--- src/rtl/serial_sub.sv ---
// Bit-serial full subtractor: D = A - B - Bin, one bit per clock, LSB first, start/done handshake.
// Define SERIAL_SUB_OVF_EN to add the registered two's-complement overflow output ovf.
module serial_sub #(
  parameter int W = 8
) (
  input  logic         clk,
  input  logic         rst_n,
  input  logic         start,
  input  logic [W-1:0] A,
  input  logic [W-1:0] B,
  input  logic         Bin,
  output logic         busy,
  output logic         done,
  output logic [W-1:0] D,
  output logic         Bo
`ifdef SERIAL_SUB_OVF_EN
  ,
  output logic         ovf
`endif
);

  localparam int CW = $clog2(W + 1);
  localparam logic [CW-1:0] LAST = CW'(W - 1);

  typedef enum logic [1:0] {IDLE, RUN, DONE} state_t;

  state_t        state;
  logic [W-1:0]  a_sh;
  logic [W-1:0]  b_sh;
  logic [W-1:0]  res;
  logic          br;
  logic [CW-1:0] cnt;

  logic          d_bit;
  logic          br_nxt;
  logic [W-1:0]  res_nxt;

  function automatic logic [1:0] fsub(input logic a, input logic b, input logic bi);
    fsub[0] = a ^ b ^ bi;
    fsub[1] = (~a & b) | (~(a ^ b) & bi);
  endfunction

  always_comb begin
    {br_nxt, d_bit} = fsub(a_sh[0], b_sh[0], br);
    // Difference bits enter at the MSB so the LSB lands at bit 0 after W steps.
    res_nxt = (res >> 1) | (W'(d_bit) << (W - 1));
  end

  always_ff @(posedge clk or negedge rst_n) begin
    if (!rst_n) begin
      state <= IDLE;
      busy  <= 1'b0;
      done  <= 1'b0;
      D     <= '0;
      Bo    <= 1'b0;
      a_sh  <= '0;
      b_sh  <= '0;
      res   <= '0;
      br    <= 1'b0;
      cnt   <= '0;
`ifdef SERIAL_SUB_OVF_EN
      ovf   <= 1'b0;
`endif
    end else begin
      done <= 1'b0;
      case (state)
        IDLE, DONE: begin
          if (start) begin
            a_sh  <= A;
            b_sh  <= B;
            br    <= Bin;
            res   <= '0;
            cnt   <= '0;
            busy  <= 1'b1;
            state <= RUN;
          end else begin
            state <= IDLE;
          end
        end
        RUN: begin
          res  <= res_nxt;
          a_sh <= a_sh >> 1;
          b_sh <= b_sh >> 1;
          br   <= br_nxt;
          cnt  <= cnt + 1'b1;
          if (cnt == LAST) begin
            D     <= res_nxt;
            Bo    <= br_nxt;
`ifdef SERIAL_SUB_OVF_EN
            // br here is the borrow into the MSB; overflow when it differs from the borrow out.
            ovf   <= br ^ br_nxt;
`endif
            done  <= 1'b1;
            busy  <= 1'b0;
            state <= DONE;
          end
        end
        default: state <= IDLE;
      endcase
    end
  end

endmodule

--- config.mk ---
export PLATFORM = sky130hd
export DESIGN_NAME = serial_sub
export DESIGN_NICKNAME = d
export VERILOG_FILES = /design/src/rtl/serial_sub.sv
export SDC_FILE = /design/constraint.sdc
export NUM_CORES = 1
export LEC_CHECK = 0
export ABC_AREA = 0
export BUFFER_PORTS_ARGS = -buffer_cell sky130_fd_sc_hd__buf_2
export CAP_MARGIN = 40
export CORE_ASPECT_RATIO = 1.5
export CORE_MARGIN = 5
export CORE_UTILIZATION = 49
export DETAILED_ROUTE_END_ITERATION = 12
export GPL_ROUTABILITY_DRIVEN = 0
export PLACE_DENSITY = 0.73
export RECOVER_POWER = 25
export SLEW_MARGIN = 40
export SYNTH_ARGS = -nofsm -noshare
export SYNTH_HDL_FRONTEND = slang
export SYNTH_SLANG_ARGS = --single-unit
export TNS_END_PERCENT = 10
--- constraint.sdc ---
create_clock -name clk -period 1.5 [get_ports clk]
set_clock_uncertainty 0.2 [all_clocks]
set_input_delay 0.45 -clock clk [delete_from_list [all_inputs] [get_ports clk]]
set_output_delay 0.45 -clock clk [all_outputs]
set_load 0.01 [all_outputs]
# Yosys cells after proc, flatten, opt, wreduce, memory -nomap -nowiden
# Cells that the tools add are included.
totals:
  ff_bits: 42
  out_inout_bits: 11
  word_cells: 48
op_classes:
  mux: 18
  addsub: 1
  bitwise: 8
  reduce_logical: 6
  n_eq_ne: 5
ops:
  columns: ["cell", "count"]
  rows:
  - ["case mux 8 bit (2 select lines)", 3]
  - ["2-to-1 mux 8 bit", 3]
  - ["OR 7 x 8 -> 8 bit", 1]
  - ["case mux 4 bit (2 select lines)", 1]
  - ["2-to-1 mux 1 bit", 6]
  - ["adder 4 x 1 -> 4 bit, second input constant", 1]
  - ["== test 4 x 3 -> 1 bit, second input constant", 1]
  - ["2-to-1 mux 4 bit", 1]
  - ["inequality test 2 bit, second input constant", 2]
  - ["case mux 1 bit (2 select lines)", 2]
  - ["case mux 2 bit (2 select lines)", 1]
  - ["AND reduction 2 bit", 2]
  - ["AND reduction 3 bit", 1]
  - ["bitwise AND 1 bit", 2]
  - ["== test 2 x 1 -> 1 bit, second input constant", 1]
  - ["== test 2 bit, second input constant", 1]
  - ["logical NOT 2 bit", 1]
  - ["2-to-1 mux 2 bit", 1]
  - ["NOT 1 bit", 2]
  - ["nonzero test 2 bit", 1]
  - ["OR reduction 2 bit", 1]
  - ["bitwise XOR 1 bit", 2]
  - ["OR 1 bit", 1]

# Depth between registers and ports, before layout
logic_depth:
  ltp_word: 5
  depth_mapped: 5
  depth_no_buf: 4

# Worst setup path after synthesis
# No wires, ideal clock.
synth_timing:
  path_type: "register to register"
  from: "reg state[1]"
  to: "reg D[1]"
  stages_incl_launch_ff: 6
  arrival_time_ns: 1.269
  path_slack_ns: -0.094
  setup_time_ns: 0.125
  path_cell_list: "dfrtp_1 nand2b_1 buf_6 nor3_4 buf_6 mux2_2"
synth_via:
  elab_chain_cells: 2
synth_rtl:
  columns: ["element", "line_no", "text"]
  rows:
  - ["start, declared", "27", "state_t state;"]
  - ["start signal, assigned", "51", "state <= IDLE;"]
  - ["start signal, assigned", "75", "state <= RUN;"]
  - ["start signal, assigned", "77", "state <= IDLE;"]
  - ["== test 2 x 1 -> 1 bit", "66", "case (state)"]
  - ["AND reduction 2 bit (no source line)", null, null]
  - ["end signal, assigned", "87", "D <= res_nxt;"]
  - ["end, declared", "14", "output logic [W-1:0] D,"]
# No other way between the ends.
# A chain may end at the register's enable or synchronous reset.

# Final worst setup path
layout_timing:
  from: "reg cnt[1]"
  to: "reg D[6]"
layout_via:
  elab_chain_cells: 2
layout_rtl:
  columns: ["element", "line_no", "text"]
  rows:
  - ["start, declared", "32", "logic [CW-1:0] cnt;"]
  - ["start signal, assigned", "85", "cnt <= cnt + 1'b1;"]
  - ["== test 4 x 3 -> 1 bit", "86", "if (cnt == LAST) begin"]
  - ["AND reduction 2 bit (no source line)", null, null]
# No other way between the ends.

==> qor.csv <==
stage,metric,value,unit
placed_design,port_buffers,30,
synth,yosysSeqAreaShare,0.607,
worst_setup_path,crit_path_max_fanout,11,
placed_design,dpl.hpwl,2460,µm
die,start_util,0.500,
worst_setup_path,crit_path_end_kind,register,
clock_network,cts_root_buffer,clkbuf_8,
worst_setup_path,ff2ff_setup_slack,-120,ps
pwr,internal_power,0.00296,W
drt,ant_nets,0,
timing,worst_slew_pin_slew,540,ps
layout,finalNetCount,205,
clock_network,numCtsBuffers,5,
clock_network,cts.path.max_buffers,2,
pwr,p_sw_frac,0.348,
worst_setup_path,crit_arrival,1600,ps
clock_network,clock_latency,300,ps
die,die_w,58.0,µm
synth,synth.avg_cell_area,12.2,µm²
pwr,pwr-share-seq,0.410,
drt,avgViaCountPerCell,5.44,
drt,drt-total-wl,3530,µm
timing,slew_violations,0,
global_route,grt_first_pass_wirelength,5900,µm
clock_network,cts_tree,built,
worst_setup_path,reg2reg_from,cnt[1],
worst_setup_path,startpoint_type,register,
drt,first_pass_iters,5,
clock_network,htreeDepth,2,
synth,ys_types,23,
min_path,hold-path-endpoint,a_sh[5],
layout,final_common_cell,dfrtp_1,
layout,area.growth.synth_to_final,25.9,%
global_route,grt_start_max_net_pins,42,
timing,setup_ws,-116,ps
die,dieHeight,82.0,µm
pwr,power_switching,0.00158,W
global_route,first_global_vias,1303,
timing,holdWs,158,ps
global_route,grt_usage,0.169,
min_path,min_from,A[5],
worst_setup_path,critical_path_required,1480,ps
drt,drcViolationCount,0,
run_status,violations,negative setup slack,
synth,ys_ff_latch,41,
pwr,ir_worst_vdd,1.27,mV
synth,yosysWarningCount,0,
layout,drive_above_1_share,0.370,
global_route,grt.overflow.total,0,
timing,hold_viol,0,
timing,setup_violations,9,
clock_network,clock-sinks,41,
worst_setup_path,crit_type,register to register,
drt,via_count,1229,
die,rows,26,
min_path,hold_depth,3,
drt,wire_per_inst,15.6,µm
synth,synthCells,139,
layout,layout_common_cells,"41 x dfrtp_1, 30 x buf_2, 15 x nand2_1",
drt,dr.first_iter.drc_count,40,
run_status,status,"complete, but fails checks",
pwr,p_leak,1.08,nW
timing,relSlewSlack,0.640,
worst_setup_path,worst_r2r_path_depth,5,
timing,tns,-838,ps
global_route,antenna_found_initial,0,
pwr,total_power,0.00453,W
timing,final.period_utilization,1.08,
pwr,power_frac_comb,0.415,
clock_network,clkTransAtPathRegs,80,ps
synth,syn_area,1690,µm²
die,core,3380,µm²
pwr,powerDensity,2130,nW/µm²
worst_setup_path,timing.rr.end,D[6],
die,io_pins,31,
flow_run,max_cap_violations,0,
timing,rsz0062_at_grt,yes,
pwr,clkPwrFrac,0.175,
timing,fmax,619,MHz
layout,diodes,0,
die,dieArea,4750,µm²
timing,period_needed,1620,ps
synth,synth.net_count,161,
min_path,min_path_type,input port to register,
-- routing by layer --
metal	wire, µm	up-vias	track usage
li1	-	579	-
met2	1800	36	0.291
met5	0	-	0
met4	89	0	0.0974
met3	236	7	0.0425
met1	1400	607	0.187
-- power by group through the flow --
stage,logic (W),clock network [W],registers [W]
4_1_cts,0.00187,0.000808,0.00185
3_5_place_dp,0.00185,0,0.00187
3_3_place_gp,0.00175,0,0.00183
6_report,0.00188,0.000791,0.00186
2_1_floorplan,0.00112,0,0.00188
5_1_grt,0.00208,0.000864,0.00191
-- worst max-delay path: stages, from the launching register on --
cell	delay, ps
dfrtp_1	370
ha_2	220
nand2_4	60
nor3_4	160
buf_12	160
mux2_2	330
-- synth_stat cells --
cell | n | area share
nand3_1 | 13 | 0.038
nor3_4 | 1 | 0.0096
nand4_1 | 1 | 0.0037
nand2_1 | 16 | 0.036
xnor2_1 | 1 | 0.0052
mux2_2 | 8 | 0.053
nor3_1 | 2 | 0.0059
a221o_1 | 2 | 0.012
fa_1 | 1 | 0.012
nand2b_1 | 2 | 0.0074
buf_2 | 6 | 0.018
a22o_1 | 11 | 0.057
clkbuf_1 | 3 | 0.0067
and2b_1 | 1 | 0.0044
nor2b_1 | 2 | 0.0074
o21ai_0 | 2 | 0.0059
nor2_1 | 3 | 0.0067
mux2i_1 | 3 | 0.018
ha_1 | 1 | 0.0074
a22oi_1 | 13 | 0.058
buf_6 | 2 | 0.013
dfrtp_1 | 41 | 0.61
inv_1 | 4 | 0.0089
-- state kept, by name, summed over array words and instances, names as in the netlist --
signal / count
res: 7
done: 1
br: 1
a_sh: 8
cnt: 4
b_sh: 8
state: 2
D: 8
Bo: 1
busy: 1
-- worst max-delay path by stage --
stage	from	to	slack [ps]
6_report	cnt[1]	D[6]	-120
5_1_grt	cnt[0]	D[0]	-170
4_1_cts	cnt[1]	D[3]	-130
3_5_place_dp	start	cnt[2]	-150
3_3_place_gp	start	cnt[2]	-90
2_1_floorplan	state[1]	D[1]	-90
-- logic make-up (layout without fill, tap and decap cells) --
family                   Yosys count  after routing  share of synthesized area
AO/OA/AOI/OAI                     28             28                      0.132
buffers and inverters             15             60                     0.0466
XOR/XNOR                           1              1                    0.00518
AND/OR/NAND/NOR                   41             41                      0.119
adder cells (fa/ha/maj)            2              2                     0.0192
multiplexers                      11             11                     0.0710
flip-flops                        41             41                      0.607
-- cell type report --
class	count	area (µm²)
Tap cell	42	52.6
Multi-Input combinational cell	83	606
Clock inverter	1	5.00
Fill cell	292	1250
Timing Repair Buffer	48	329
Clock buffer	7	96.3
Inverter	4	15.0
Sequential cell	41	1030
-- timing repair --
item / in CTS / in global routing
buffers inserted: 0 / 1
hold endpoints to repair: 41 / 0
hold buffers: 1 / 0
endpoints found under the setup margin: 8 / 25
gates resized for setup: 2 / 5
-- stage by stage --
stage	setup slack [ps]	cells	instance area (µm²)	utilization
after global routing	-173	226	2130	0.629
after CTS	-132	225	2120	0.626
after detailed placement	-152	216	2000	0.591
after floorplan	-93.8	139	1690	-
final	-116	226	2130	0.629
after global placement	-95.0	216	2000	0.591
(Power assumes the default switching activity.)
